File: src/rtl/mux8_rr_sched_pkg.sv
// Shared constants for the round-robin scheduled 8:1 word multiplexer.
//   N     : number of requesters (fixed at 8 to match the mux width)
//   W     : data word width
//   SELW  : select / pointer width
//   StEmpty/StFull : output register state encoding (out_valid == state)
package mux8_rr_sched_pkg;

  localparam int unsigned N    = 8;
  localparam int unsigned W    = 16;
  localparam int unsigned SELW = 3;

  localparam logic StEmpty = 1'b0;
  localparam logic StFull  = 1'b1;

  // One-hot vector with bit idx set.
  function automatic logic [N-1:0] onehot(input logic [SELW-1:0] idx);
    return N'(1) << idx;
  endfunction

endpackage

File: src/rtl/mux8.sv
// Plain 8:1 word multiplexer, purely combinational.
//   a0..a7 : input words
//   s      : select
//   o      : selected word
module mux8 #(
  parameter int unsigned W = 16
) (
  input  logic [W-1:0] a0,
  input  logic [W-1:0] a1,
  input  logic [W-1:0] a2,
  input  logic [W-1:0] a3,
  input  logic [W-1:0] a4,
  input  logic [W-1:0] a5,
  input  logic [W-1:0] a6,
  input  logic [W-1:0] a7,
  input  logic [2:0]   s,
  output logic [W-1:0] o
);

  always_comb begin
    o = '0;
    unique case (s)
      3'd0: o = a0;
      3'd1: o = a1;
      3'd2: o = a2;
      3'd3: o = a3;
      3'd4: o = a4;
      3'd5: o = a5;
      3'd6: o = a6;
      3'd7: o = a7;
      default: o = '0;
    endcase
  end

endmodule

File: src/rtl/mux8_rr_sched_rr_pick8.sv
// Round-robin priority picker over eight eligibility bits.
//   elig   : eligible requesters
//   ptr    : index holding highest priority this cycle
//   winner : first set bit found searching upward from ptr, wrapping 7->0;
//            equals ptr when nothing is eligible
//   any    : at least one eligible requester
module rr_pick8
  import mux8_rr_sched_pkg::*;
(
  input  logic [N-1:0]    elig,
  input  logic [SELW-1:0] ptr,
  output logic [SELW-1:0] winner,
  output logic            any
);

  logic [SELW-1:0] idx;
  logic            found;

  always_comb begin
    winner = ptr;
    found  = 1'b0;
    idx    = '0;
    for (int unsigned i = 0; i < N; i++) begin
      // 3-bit add wraps naturally from 7 back to 0.
      idx = ptr + SELW'(i);
      if (!found && elig[idx]) begin
        winner = idx;
        found  = 1'b1;
      end
    end
  end

  assign any = |elig;

endmodule

File: src/rtl/mux8_rr_sched.sv
// Round-robin scheduler sharing one 8:1 word mux among eight requesters.
// The winning word is captured into a single-entry output register with a
// valid/ready handshake; the winner gets a one-cycle gnt pulse aligned with
// the captured word becoming visible.
//   clk, rst_n          : clock, asynchronous active-low reset
//   req, req_mask       : level requests and per-requester eligibility
//   a0..a7              : requester data words
//   gnt                 : registered one-hot grant pulse
//   sel                 : combinational mux select from arbitration
//   out_data/out_src    : registered word and its requester index
//   out_valid/out_ready : output handshake
module mux8_rr_sched
  import mux8_rr_sched_pkg::*;
(
  input  logic            clk,
  input  logic            rst_n,
  input  logic [N-1:0]    req,
  input  logic [N-1:0]    req_mask,
  input  logic [W-1:0]    a0,
  input  logic [W-1:0]    a1,
  input  logic [W-1:0]    a2,
  input  logic [W-1:0]    a3,
  input  logic [W-1:0]    a4,
  input  logic [W-1:0]    a5,
  input  logic [W-1:0]    a6,
  input  logic [W-1:0]    a7,
  output logic [N-1:0]    gnt,
  output logic [SELW-1:0] sel,
  output logic [W-1:0]    out_data,
  output logic [SELW-1:0] out_src,
  output logic            out_valid,
  input  logic            out_ready
);

  logic            state_q, state_d;
  logic [W-1:0]    data_q, data_d;
  logic [SELW-1:0] src_q, src_d;
  logic [N-1:0]    gnt_q, gnt_d;
  logic [SELW-1:0] ptr_q, ptr_d;

  logic [N-1:0]    elig;
  logic [SELW-1:0] winner;
  logic            any;
  logic [W-1:0]    mux_o;
  logic            load;

  assign elig = req & req_mask;

  rr_pick8 u_pick (
    .elig   (elig),
    .ptr    (ptr_q),
    .winner (winner),
    .any    (any)
  );

  assign sel = winner;

  mux8 #(
    .W (W)
  ) u_mux (
    .a0 (a0),
    .a1 (a1),
    .a2 (a2),
    .a3 (a3),
    .a4 (a4),
    .a5 (a5),
    .a6 (a6),
    .a7 (a7),
    .s  (sel),
    .o  (mux_o)
  );

  // A new word may be captured when the register is empty or being drained
  // this same edge, which gives one word per cycle with no bubble.
  assign load = any && ((state_q == StEmpty) || out_ready);

  always_comb begin
    state_d = state_q;
    data_d  = data_q;
    src_d   = src_q;
    gnt_d   = '0;
    ptr_d   = ptr_q;
    if (load) begin
      state_d = StFull;
      data_d  = mux_o;
      src_d   = sel;
      gnt_d   = onehot(sel);
      ptr_d   = sel + SELW'(1);
    end else if ((state_q == StFull) && out_ready) begin
      state_d = StEmpty;
    end
  end

  always_ff @(posedge clk or negedge rst_n) begin
    if (!rst_n) begin
      state_q <= StEmpty;
      data_q  <= '0;
      src_q   <= '0;
      gnt_q   <= '0;
      ptr_q   <= '0;
    end else begin
      state_q <= state_d;
      data_q  <= data_d;
      src_q   <= src_d;
      gnt_q   <= gnt_d;
      ptr_q   <= ptr_d;
    end
  end

  assign out_valid = (state_q == StFull);
  assign out_data  = data_q;
  assign out_src   = src_q;
  assign gnt       = gnt_q;

endmodule

File: config.mk
export PLATFORM = sky130hd
export DESIGN_NAME = mux8_rr_sched
export DESIGN_NICKNAME = d
export VERILOG_FILES = /design/src/rtl/mux8_rr_sched_pkg.sv /design/src/rtl/mux8.sv /design/src/rtl/mux8_rr_sched_rr_pick8.sv /design/src/rtl/mux8_rr_sched.sv
export SDC_FILE = /design/constraint.sdc
export NUM_CORES = 1
export LEC_CHECK = 0
export BUFFER_PORTS_ARGS = -buffer_cell sky130_fd_sc_hd__buf_2
export CORE_UTILIZATION = 40
export DETAILED_ROUTE_END_ITERATION = 12
export PLACE_DENSITY = 0.76
export SLEW_MARGIN = 20
export SYNTH_ARGS = -nofsm -noshare
export SYNTH_HDL_FRONTEND = slang
export SYNTH_SLANG_ARGS = --single-unit
File: constraint.sdc
create_clock -name clk -period 4.69 [get_ports clk]
set_clock_uncertainty 0.15 [all_clocks]
set_input_delay 1.407 -clock clk [delete_from_list [all_inputs] [get_ports clk]]
set_output_delay 1.407 -clock clk [all_outputs]
set_load 0.1 [all_outputs]
=== Word-level counts from Yosys, hierarchy flattened ===
Cells that the tools add are included.

* Add/sub/neg operators: 8
* Multipliers: 0
* Divide/modulo/power cells: 0
* Order comparisons: 8
* Equality and inequality tests: 7
* Shift operators: 1
* Mux-type cells: 34
* Bitwise operators: 2
* Reduce and logical (&&, ||, !) cells: 20

{| class="wikitable"
|+ Operator list
! cell !! number
|-
| case mux 16 bit (8 select lines) || 1
|-
| less-than comparator 3 x 4 -> 1 bit, second input constant || 8
|-
| binary-select mux 1 bit (select 3 bit) || 8
|-
| 2-to-1 mux 3 bit || 7
|-
| 2-to-1 mux 1 bit || 17
|-
| adder 3 bit, second input constant || 4
|-
| == test 3 bit, second input constant || 4
|-
| logical AND 1 bit || 9
|-
| AND 8 bit || 1
|-
| 2-to-1 mux 8 bit || 1
|-
| OR reduction 8 bit || 1
|-
| left shift 1 x 3 -> 8 bit, first input constant || 1
|-
| zero test 1 bit || 7
|-
| adder 3 x 1 -> 3 bit, second input constant || 2
|-
| adder 3 x 2 -> 3 bit, second input constant || 2
|-
| == test 3 x 2 -> 1 bit, second input constant || 2
|-
| == test 3 x 1 -> 1 bit, second input constant || 1
|-
| zero test 3 bit || 1
|-
| nonzero test 2 bit || 1
|-
| logical OR 1 bit || 1
|-
| inverter 1 bit || 1
|}

* Register bits after elaboration: 31
* Latch bits: 0
* Memory bits (writable): 0
* ROM bits: 0
* Input bits: 147
* Output and inout port bits: 31
* Logic and storage cells: 85
* Memories: 0

=== Logic depth before layout (Yosys ltp) ===
Gate-level depths: netlist (run 1).

* Depth in word-level cells: 27
* Depth in mapped cells: 22
* Mapped depth without buffers: 15

=== Cells and area by module ===
A second synthesis (run 1) with hierarchy kept.

* Cell total of the unflattened synthesis: 355
* Area total of the unflattened synthesis: 3410.8 µm²

{| class="wikitable"
|+ Modules (own cells, without submodules)
! module !! instances !! cells an instance !! area each (µm²) !! seq. area each (µm²)
|-
| mux8_rr_sched || 1 || 86 || 1341.3 || 775.7
|-
| mux8 || 1 || 177 || 1114.8 || 0.0
|-
| rr_pick8 || 1 || 92 || 954.7 || 0.0
|}

=== Worst setup path before layout (run 1) ===
OpenSTA, ideal clock, no wires.

* Path type: register -> register
* Start: register ptr_q[1]
* End: register data_q[6], in the netlist out_data[6]
* Library setup time: 0.076 ns
* Arrival time: 5.343 ns
* Setup slack: -0.879 ns
* Cell stages (with the launch flop): 21
* Buffers on the path: 6
* Clock period less this slack: 5.569 ns
* Path through: dfrtp_1 -> clkbuf_1 -> clkinv_1 -> ha_1 -> buf_2 -> inv_1 -> mux4_2 -> nor4_4 -> nand2_1 -> o211ai_1 -> a22o_1 -> buf_2 -> buf_2 -> inv_1 -> ha_1 -> clkbuf_1 -> or4_1 -> a31oi_2 -> buf_2 -> a2111oi_0 -> o21ai_1

* Word-level cells in the longest chain between the ends: 26

{| class="wikitable"
|+ Ends and longest elaborated chain
! element !! RTL line !! source
|-
| start, declared || mux8_rr_sched.sv:39 || <nowiki>logic [SELW-1:0] ptr_q, ptr_d;</nowiki>
|-
| start signal, assigned || mux8_rr_sched.sv:106 || <nowiki>ptr_q <= ptr_d;</nowiki>
|-
| branches (longest 23 deep; another with adder 3 x 1 -> 3 bit) || -- ||
|-
| 2-to-1 mux 3 bit * || mux8_rr_sched_rr_pick8.sv:26 || <nowiki>if (!found && elig[idx]) begin</nowiki>
|-
| named net sel[2] || mux8_rr_sched.sv:28 || <nowiki>output logic [SELW-1:0] sel,</nowiki>
|-
| == test 3 bit (tied with other cells) || mux8.sv:22 || <nowiki>unique case (s)</nowiki>
|-
| case mux 16 bit (8 select lines) * || mux8.sv:22 ||
|-
| end signal, assigned || mux8_rr_sched.sv:103 || <nowiki>data_q <= data_d;</nowiki>
|-
| end, declared || mux8_rr_sched.sv:36 || <nowiki>logic [W-1:0] data_q, data_d;</nowiki>
|}

Mark *: on every way through the listed nets, which the timed path passes. The select of a mux whose other input is x is not followed.
A chain may end at the register's enable or synchronous reset.

=== Worst setup path in the final report (run 1) ===
* Start: input port req[1]
* End: output port sel[0]

* Word-level cells in the longest chain between the ends: 25

{| class="wikitable"
|+ Ends and longest elaborated chain
! element !! RTL line !! source
|-
| start, declared || mux8_rr_sched.sv:17 || <nowiki>input logic [N-1:0] req,</nowiki>
|-
| AND 8 bit * || mux8_rr_sched.sv:47 || <nowiki>assign elig = req & req_mask;</nowiki>
|-
| binary-select mux 1 bit (select 3 bit) || mux8_rr_sched_rr_pick8.sv:26 ||
|-
| 2-to-1 mux 1 bit (not written as such) || mux8_rr_sched_rr_pick8.sv:26 ||
|-
| 2-to-1 mux 1 bit || mux8_rr_sched_rr_pick8.sv:26 ||
|-
| zero test 1 bit || mux8_rr_sched_rr_pick8.sv:26 ||
|-
| logical AND 1 bit || mux8_rr_sched_rr_pick8.sv:26 ||
|-
| 2-to-1 mux 1 bit || mux8_rr_sched_rr_pick8.sv:26 ||
|-
| zero test 1 bit || mux8_rr_sched_rr_pick8.sv:26 ||
|-
| [9 not listed] || -- ||
|-
| logical AND 1 bit || mux8_rr_sched_rr_pick8.sv:26 ||
|-
| 2-to-1 mux 1 bit || mux8_rr_sched_rr_pick8.sv:26 ||
|-
| zero test 1 bit || mux8_rr_sched_rr_pick8.sv:26 ||
|-
| logical AND 1 bit || mux8_rr_sched_rr_pick8.sv:26 ||
|-
| 2-to-1 mux 1 bit || mux8_rr_sched_rr_pick8.sv:26 ||
|-
| zero test 1 bit || mux8_rr_sched_rr_pick8.sv:26 ||
|-
| logical AND 1 bit || mux8_rr_sched_rr_pick8.sv:26 ||
|-
| 2-to-1 mux 3 bit * || mux8_rr_sched_rr_pick8.sv:26 ||
|-
| end, declared || mux8_rr_sched.sv:28 ||
|}

Every way passes the cells marked *; elsewhere a longest branch is shown, timed or not. The select of a mux whose other input is x is not followed.

==> results of run 1 <==
[stage by stage]
step                cell area [µm²]  cells  setup TNS (ns)  worst slack [ns]  utilization (%)
finish                         5150    668           -1.76            -0.216             70.6
global route                   5150    667           -4.27            -0.315             70.6
CTS                            4880    658           -2.62            -0.209             66.9
detailed placement             4550    644           -5.23            -0.302             62.5
floorplan                      3220    344           -8.13            -0.523                -
global placement               4550    644           -3.83            -0.264             62.5
[cells by family after synthesis]
kind of cell,share of synthesized area (%)
buffers and inverters,5.85
DFF,25.6
and+or+nand+nor,14.0
AOI/OAI and AO/OA,36.1
adders and majority gates,2.47
muxes,14.0
xor gates and xnor gates,1.98
[per-layer routing]
layer	global-route usage [%]	up-vias	part of all wire, %
met5	0	-	0
met4	10.8	0	3.6
met3	5.36	46	8.2
met2	50.0	264	51
met1	37.6	1857	37
li1	-	1794	-
[state kept, by name, indices dropped and copies added (netlist names)]
signal     cells
out_data      16
gnt            8
out_valid      1
out_src        3
ptr_q          3
[worst min-delay path by stage]
stage / endpoint / slack [ns] / cells after the start
floorplan: ptr_q[1]$_DFFE_PN0P_ / 0.56 / 3
global placement: out_src[1]$_DFFE_PN0P_ / 0.31 / 2
detailed placement: out_src[1]$_DFFE_PN0P_ / 0.32 / 2
CTS: out_src[1]$_DFFE_PN0P_ / 0.33 / 2
global route: out_src[2]$_DFFE_PN0P_ / 0.37 / 2
finish: out_src[1]$_DFFE_PN0P_ / 0.32 / 2
[timing repair]
action | CTS | global route
hold endpoints to repair | 0 | 0
cloned | 2 | 0
pin swaps | 20 | 26
resized for setup | 34 | 50
setup buffers | 4 | 9
setup endpoints to repair | 11 | 19
[worst max-delay path, stage by stage]
cell	delay (ns)
buf_2	0.14
nand2_4	0.07
o21ai_4	0.07
buf_4	0.16
mux4_2	0.48
nor2b_4	0.16
o21ai_2	0.17
o21ai_4	0.12
xnor2_4	0.21
clkinvlp_4	0.16
buf_12	0.19
[cells in the final DEF (no fill, tap or decap), types with 4 or more instances in the layout]
cell type	count
a2111oi_1	4
a2111oi_2	10
a21oi_1	4
a22o_1	16
a22oi_1	33
and2_1	5
buf_12	9
buf_2	161
buf_4	59
buf_6	12
clkbuf_8	7
clkinvlp_4	4
dfrtp_1	31
mux2i_1	20
mux4_2	10
nand2_1	30
nand2_4	7
nand3_4	7
nor2_1	13
o211ai_1	6
o21ai_0	12
o21ai_1	28
o21ai_4	8
[area by class of cell]
cell class / instances / area, µm²
well taps: 99 / 124
multi-input cells: 277 / 2470
flip-flops and latches: 31 / 776
fillers: 551 / 2140
inverters: 7 / 37.5
clock buffers: 7 / 96.3
clock inverters: 1 / 7.51
diodes: 1 / 2.50
repair buffers: 245 / 1640
==> flow_summary_export.csv, run 1 <==
group,metric,value,unit
floorplan,start_util,41.6,%
grt,antenna_found_initial,0,
cts,clockBufferDepth,2,
route,drcViolationCount,0,
critical_path,start_kind,"input port",
synth,synth-edff-count,0,
critical_path,crit_path_end_kind,"output pin",
final_layout,area_delta_synth_final,69.7,%
critical_path,worstPathRequired,3.13,ns
grt,track_usage,29.5,%
final_layout,drive_gt1_share,57.2,%
grt,first_global_vias,3703,
placed_design,dp_hpwl,9380,µm
cts,hold_buffers,0,
synth,syn_nets,497,
synth,yosysMostFrequentCell,"nand2_1",
critical_path,rrSetupSlack,0.11,ns
cts,numClockSinks,31,
sta,slew_headroom,54.6,%
critical_path,r2r_end,"out_data[7]$_DFFE_PN0P_",
route,avgViaCountPerCell,5.93,
synth,ys_seq_area_share,25.6,%
critical_path,worst_r2r_startpoint,"ptr_q[1]$_DFFE_PN0P_",
floorplan,rows,31,
cts,cts_buffers,5,
floorplan,coreArea,7290,µm²
route,wire_per_inst,19.4,µm
grt,grt_max_degree,32,
outcome,failed_checks,"setup timing",
synth,synthFlopType,"dfrtp_1",
route,drt_iter0_drc,468,
sta,layout_setup_ws,-0.216,ns
synth,syn_avg_cell_area,8.82,µm²
sta,finalHoldViolations,0,
critical_path,ff2ff_path_depth,18,
critical_path,worstPathMaxFanout,6,
cts,insertion_delay,0.28,ns
cts,cts_root_buf,"clkbuf_8",
sta,max_freq,204,MHz
critical_path,critPathCapture,"sel[0]",
grt,overflow,0,
synth,yosysUniqueCellTypes,51,
placed_design,globalplace.congestion,1.03,
cts,clkTransAtPathRegs,0.07,ns
cts,cts_max_level,2,
critical_path,path_class,"in2out",
sta,worst_hold_slack,0.322,ns
final_layout,num-nets-final,720,
synth,synthTopCellsByArea,"dfrtp_1 (26%), a22oi_1 (8.2%), mux4_2 (7.4%)",
sta,layout_min_cycle_time,4.91,ns
route,ant_nets,0,
cts,cts_tree,"yes",
sta,slew_violations,0,
min_path,hold_class,"reg2reg",
sta,rsz0062_at_grt,"yes",
min_path,hp-start,"out_src[1]$_DFFE_PN0P_",
synth,netlist_area,3040,µm²
sta,period_share,105,%
outcome,status,"complete, but fails checks",
floorplan,die_area,7940,µm²
floorplan,pin_count,178,
sta,finalSetupViolations,19,
route,wl,12900,µm
synth,yosysTopAreaCellShare,25.6,%
run,max_cap_violations,0,
synth,syn-instance-count,344,
sta,worst_pin_slew,0.681,ns
placed_design,numPortBuffers,177,
synth,synth.largest_area_cell,"dfrtp_1",
synth,async_reset_ff_share,100,%
critical_path,worstPathArrival,3.35,ns
floorplan,die_y,89.1,µm
route,num_vias,3961,
route,dr.pass1.iters,5,
synth,yosys_register_bits,31,
floorplan,die_x,89.1,µm
synth,synthTopCellsByCount,"nand2_1 (38), a22oi_1 (33), dfrtp_1 (31), o21ai_0 (28), o21ai_1 (21)",
critical_path,cp-startpoint,"req[1]",
synth,synth_warnings,0,
grt,grt_pass1_wl,17700,µm
Power of run 1 is not shown: default switching activity piles up to over one toggle a cycle in this logic, so the estimate is an artifact.
==> inputs of run 2 (changes only) <==
Settings changed: ABC_AREA set to 1, PLACE_DENSITY 0.76 to 0.73.
==> flow_summary_export.csv, run 2 <==
group,metric,value,unit
route,ant_nets,0,
grt,grt_max_degree,37,
critical_path,ff2ff_path_depth,23,
min_path,hold_class,"reg2reg",
critical_path,worstPathArrival,3.03,ns
cts,cts_buffers,5,
grt,overflow,0,
synth,yosysTopAreaCellShare,22.0,%
min_path,hp-start,"out_data[1]$_DFFE_PN0P_",
final_layout,area_delta_synth_final,39.0,%
synth,syn-instance-count,586,
floorplan,die_x,96.0,µm
synth,synthTopCellsByCount,"nand2_1 (180), nand3_1 (79), inv_1 (64), nor2_1 (62), nand4_1 (39)",
final_layout,final_cell_mix,"buf_2 (174), nand2_1 (157), inv_1 (63)",
synth,syn_nets,739,
floorplan,coreArea,8380,µm²
floorplan,die_area,9210,µm²
route,num_vias,4402,
synth,synth.largest_area_cell,"dfrtp_1",
synth,netlist_area,3530,µm²
critical_path,worstPathRequired,3.13,ns
critical_path,start_kind,"input port",
synth,ys_seq_area_share,22.0,%
cts,numClockSinks,31,
cts,insertion_delay,0.28,ns
outcome,status,"complete, no violations",
sta,max_freq,218,MHz
route,drt_iter0_drc,142,
critical_path,rrSetupSlack,0.40,ns
sta,finalHoldViolations,0,
sta,slew_violations,0,
placed_design,dp_hpwl,9450,µm
synth,syn_avg_cell_area,6.03,µm²
sta,worst_pin_slew,0.662,ns
placed_design,globalplace.congestion,0.946,
route,drcViolationCount,0,
floorplan,start_util,42.2,%
route,wl,12000,µm
cts,cts_max_level,2,
critical_path,r2r_end,"out_data[9]$_DFFE_PN0P_",
min_path,hold_path_end,"out_data[1]$_DFFE_PN0P_",
synth,synthTopCellsByArea,"dfrtp_1 (22%), nand2_1 (19%), nand3_1 (11%)",
grt,grt_pass1_wl,17700,µm
cts,cts_tree,"yes",
critical_path,crit_path_end_kind,"output pin",
final_layout,fillCellCount,852,
synth,synth-edff-count,0,
synth,yosys_register_bits,31,
route,avgViaCountPerCell,5.12,
cts,cts_root_buf,"clkbuf_8",
cts,clkTransAtPathRegs,0.07,ns
floorplan,pin_count,178,
final_layout,drive_gt1_share,39.9,%
sta,period_share,97.8,%
floorplan,die_y,96.0,µm
route,dr.pass1.iters,4,
run,max_cap_violations,0,
sta,layout_min_cycle_time,4.59,ns
final_layout,num_antenna_cells,0,
critical_path,worstPathMaxFanout,6,
final_layout,num-nets-final,906,
synth,yosysMostFrequentCell,"nand2_1",
synth,yosysUniqueCellTypes,34,
route,wire_per_inst,13.9,µm
min_path,whs_path_depth,2,
grt,antenna_found_initial,0,
synth,synth_warnings,0,
synth,synthFlopType,"dfrtp_1",
cts,clockBufferDepth,2,
sta,slew_headroom,55.9,%
floorplan,rows,33,
synth,async_reset_ff_share,100,%
sta,finalSetupViolations,0,
sta,setup_tns,0,ns
critical_path,worst_r2r_startpoint,"ptr_q[0]$_DFFE_PN0P_",
grt,track_usage,24.7,%
critical_path,cp-startpoint,"req[3]",
final_layout,largest_register_ffs,16,
grt,first_global_vias,3816,
placed_design,numPortBuffers,177,
final_layout,final_common_cell,"buf_2",
cts,hold_buffers,0,
critical_path,path_class,"in2out",
## run 2: cell count changes after synthesis, sizes merged, moves of 7 or more
cell	delta
a2111oi	-17
a22oi	-33
buf	+13
clkbuf	-7
inv	+66
mux2i	-20
mux4	-10
nand2	+163
nand3	+74
nand4	+36
nor2	+52
o21ai	-28
## run 2: worst max-delay path by stage
stage | to | cells past startpoint | slack (ns)
after detailed placement | out_data[11]$_DFFE_PN0P_ | 23 | 0.07
after global routing | sel[2] | 15 | -0.03
after global placement | sel[2] | 15 | 0.07
final | sel[2] | 14 | 0.10
after floorplan | out_data[10]$_DFFE_PN0P_ | 23 | 0.02
after CTS | sel[2] | 15 | 0.07
## run 2: worst max-delay path, cell delays in order
cell and delay [ns]:
buf_2 0.12, nand2_2 0.08, nand2_2 0.08, nand3_2 0.10, nand3_2 0.10, nand2_4 0.12, nand3_4 0.09, nor2_4 0.14
nand4_1 0.15, nor2_4 0.23, nor2_2 0.08, nand2_4 0.07, nand2_4 0.07, buf_12 0.17
## run 2: area by class of cell
cell class / instances / area, µm² / area share (%)
multi-input cells: 446 / 2520 / 51.4
repair buffers: 196 / 1090 / 22.1
flip-flops and latches: 31 / 776 / 15.8
inverters: 73 / 275 / 5.61
well taps: 105 / 131 / 2.68
clock buffers: 6 / 82.6 / 1.68
clock inverters: 2 / 35.0 / 0.713
## run 2: cells by family (layout without fill, tap and decap cells)
family | Yosys count | in the layout | synth area share (%)
and+or+nand+nor | 391 | 391 | 51.6
buffers and inverters | 109 | 277 | 14.0
AOI/OAI and AO/OA | 45 | 45 | 8.43
DFF | 31 | 31 | 22.0
adders and majority gates | 6 | 6 | 2.12
xor gates and xnor gates | 4 | 4 | 1.95
## run 2: metrics by stage
| step | util, % | instance area [µm²] | setup slack [ns] | hold WS (ns) | instances |
|---|---|---|---|---|---|
| 3_5_place_dp | 53.7 | 4500 | 0.0735 | 0.312 | 845 |
| 6_report | 58.6 | 4910 | 0.104 | 0.326 | 859 |
| 3_3_place_gp | 53.7 | 4500 | 0.0707 | 0.309 | 845 |
| 5_1_grt | 58.6 | 4910 | -0.0346 | 0.351 | 859 |
| 4_1_cts | 55.1 | 4620 | 0.0715 | 0.330 | 853 |
| 2_1_floorplan | - | 3550 | 0.0205 | 0.469 | 586 |
## run 2: what timing repair did
item / in CTS / in global routing
setup buffers: 0 / 6
resized for setup: 0 / 64
endpoints found under the setup margin: 0 / 3
hold endpoints to repair: 0 / 0
## run 2: routing by layer
layer  vias to the layer above  global-route usage, %  share of wire, %
li1                       2221                      -                 -
met1                      1998                   30.6                41
met2                       171                   44.8                52
met3                        12                   3.16               5.8
met4                         0                   6.09               1.2
met5                         -                      0                 0
Power of run 2 is left out for the same reason.
==> inputs of run 3 (changes only) <==
Settings changed: CORE_UTILIZATION 40 to 43, PLACE_DENSITY 0.73 to 0.78, SLEW_MARGIN 20 to not set, SYNTH_HIERARCHICAL set to 1.
==> flow_summary_export.csv, run 3 <==
group,metric,value,unit
critical_path,start_kind,"input port",
min_path,hold_class,"reg2reg",
cts,insertion_delay,0.29,ns
sta,layout_setup_ws,-0.0480,ns
run,max_cap_violations,0,
grt,grt_pass1_wl,18000,µm
critical_path,worstPathArrival,3.18,ns
sta,period_share,101,%
floorplan,rows,32,
synth,synth-edff-count,0,
cts,cts_tree,"yes",
grt,track_usage,26.5,%
synth,synth.largest_area_cell,"dfrtp_1",
outcome,status,"complete, but fails checks",
critical_path,worstPathMaxFanout,5,
grt,antenna_found_initial,0,
floorplan,die_y,92.4,µm
grt,grt_max_degree,58,
sta,layout_min_cycle_time,4.74,ns
synth,yosys_register_bits,31,
synth,yosysTopAreaCellShare,22.1,%
min_path,hold_path_end,"out_data[2]$_DFFE_PN0P_",
final_layout,num-nets-final,881,
sta,rsz0062_at_grt,"yes",
synth,synthFlopType,"dfrtp_1",
cts,cts_max_level,2,
placed_design,numPortBuffers,177,
final_layout,num_antenna_cells,0,
sta,slew_headroom,54.6,%
synth,synth_warnings,6,
outcome,failed_checks,"setup timing",
cts,cts_root_buf,"clkbuf_8",
cts,clkTransAtPathRegs,0.06,ns
synth,syn-instance-count,555,
critical_path,worst_r2r_startpoint,"ptr_q[0]$_DFFE_PN0P_",
route,ant_nets,0,
min_path,hp-start,"out_data[2]$_DFFE_PN0P_",
critical_path,r2r_end,"out_data[15]$_DFFE_PN0P_",
floorplan,pin_count,178,
final_layout,final_cell_mix,"buf_2 (170), nand2_1 (144), nand3_1 (88)",
critical_path,crit_path_end_kind,"output pin",
synth,async_reset_ff_share,100,%
grt,overflow,0,
route,avgViaCountPerCell,5.32,
floorplan,die_area,8530,µm²
synth,syn_nets,710,
final_layout,final_common_cell,"buf_2",
final_layout,drive_gt1_share,39.5,%
sta,worst_pin_slew,0.681,ns
critical_path,path_class,"in2out",
cts,numClockSinks,31,
placed_design,globalplace.congestion,0.958,
min_path,whs_path_depth,2,
final_layout,largest_register_ffs,16,
synth,synthTopCellsByCount,"nand2_1 (162), nand3_1 (94), nand4_1 (66), nor2_1 (63), inv_1 (40)",
route,wire_per_inst,14.4,µm
final_layout,fillCellCount,756,
grt,first_global_vias,3812,
sta,finalSetupViolations,3,
synth,yosysUniqueCellTypes,37,
synth,synthTopCellsByArea,"dfrtp_1 (22%), nand2_1 (17%), nand3_1 (13%)",
synth,syn_avg_cell_area,6.33,µm²
cts,clockBufferDepth,2,
critical_path,ff2ff_path_depth,26,
placed_design,pre_cts_ws,-0.123,ns
floorplan,coreArea,7810,µm²
synth,ys_seq_area_share,22.1,%
sta,slew_violations,0,
synth,yosysMostFrequentCell,"nand2_1",
final_layout,area_delta_synth_final,36.7,%
route,drcViolationCount,0,
route,drt_iter0_drc,284,
cts,cts_buffers,5,
floorplan,start_util,45.0,%
floorplan,die_x,92.4,µm
route,num_vias,4414,
critical_path,worstPathRequired,3.13,ns
route,wl,12000,µm
critical_path,rrSetupSlack,0.28,ns
synth,netlist_area,3510,µm²
sta,max_freq,211,MHz
route,dr.pass1.iters,6,
placed_design,dp_hpwl,9010,µm
sta,finalHoldViolations,0,
-- run 3: worst max-delay path by stage --
stage / start / end / slack [ns] / cells past startpoint
6_report: req[3] / sel[0] / -0.05 / 16
5_1_grt: req[3] / sel[0] / -0.17 / 16
4_1_cts: req[6] / sel[0] / 0.0009 / 16
3_5_place_dp: req[0] / out_data[15]$_DFFE_PN0P_ / -0.12 / 24
3_3_place_gp: req[7] / out_data[15]$_DFFE_PN0P_ / -0.05 / 24
2_1_floorplan: req[0] / sel[0] / -0.16 / 14
-- run 3: routing by layer --
metal	vias up	part of all wire (%)	GRT usage, %
met3	31	7.2	4.11
met1	1959	39	33.0
met5	-	0	0
met2	229	51	45.6
li1	2195	-	-
met4	0	2.8	10.3
-- run 3: cells by family after synthesis --
| logic type | count (synthesis) | share of synthesized area, % |
|---|---|---|
| DFF | 31 | 22.1 |
| adders and majority gates | 8 | 2.85 |
| and+or+nand+nor | 419 | 58.0 |
| xor gates and xnor gates | 6 | 2.46 |
| AOI/OAI and AO/OA | 9 | 1.75 |
| buffers and inverters | 82 | 12.8 |
-- run 3: critical path, stage by stage --
cell and delay, ns:
buf_2 0.09, nand2_1 0.07, inv_2 0.07, nand2_2 0.08, nand3_2 0.11, nand2_2 0.09, nand2_2 0.06, nand2_4 0.10
nand2_4 0.07, nor2_8 0.11, nand2_2 0.08, nor2_4 0.16, and3_4 0.25, nor2_4 0.05, xor2_4 0.19, buf_12 0.19
-- run 3: through the flow --
stage	instances	hold WS [ns]	area (µm²)	util, %	TNS (ns)
after floorplan	555	0.314	3550	-	-0.230
after global placement	809	0.302	4430	56.7	-0.0657
after detailed placement	809	0.304	4430	56.7	-1.11
after CTS	821	0.319	4600	58.9	0
after global routing	829	0.335	4800	61.5	-0.610
final	829	0.313	4800	61.5	-0.100
-- run 3: repair_timing --
item                                    CTS  global route
endpoints found under the setup margin    3            19
pin swaps                                 8            25
gates resized for setup                  12            35
hold buffers                              0             0
buffers inserted                          4             8
-- run 3: final cells by class --
| type | count | area, µm² | share of cell area [%] |
|---|---|---|---|
| timing repair buffer | 202 | 1170 | 24.4 |
| sequential | 31 | 779 | 16.2 |
| tap | 102 | 128 | 2.66 |
| clock inverter | 2 | 35.0 | 0.730 |
| inverter | 44 | 175 | 3.65 |
| multi-input combinational | 442 | 2430 | 50.6 |
| clock buffer | 6 | 82.6 | 1.72 |
Power of run 3 is left out for the same reason.
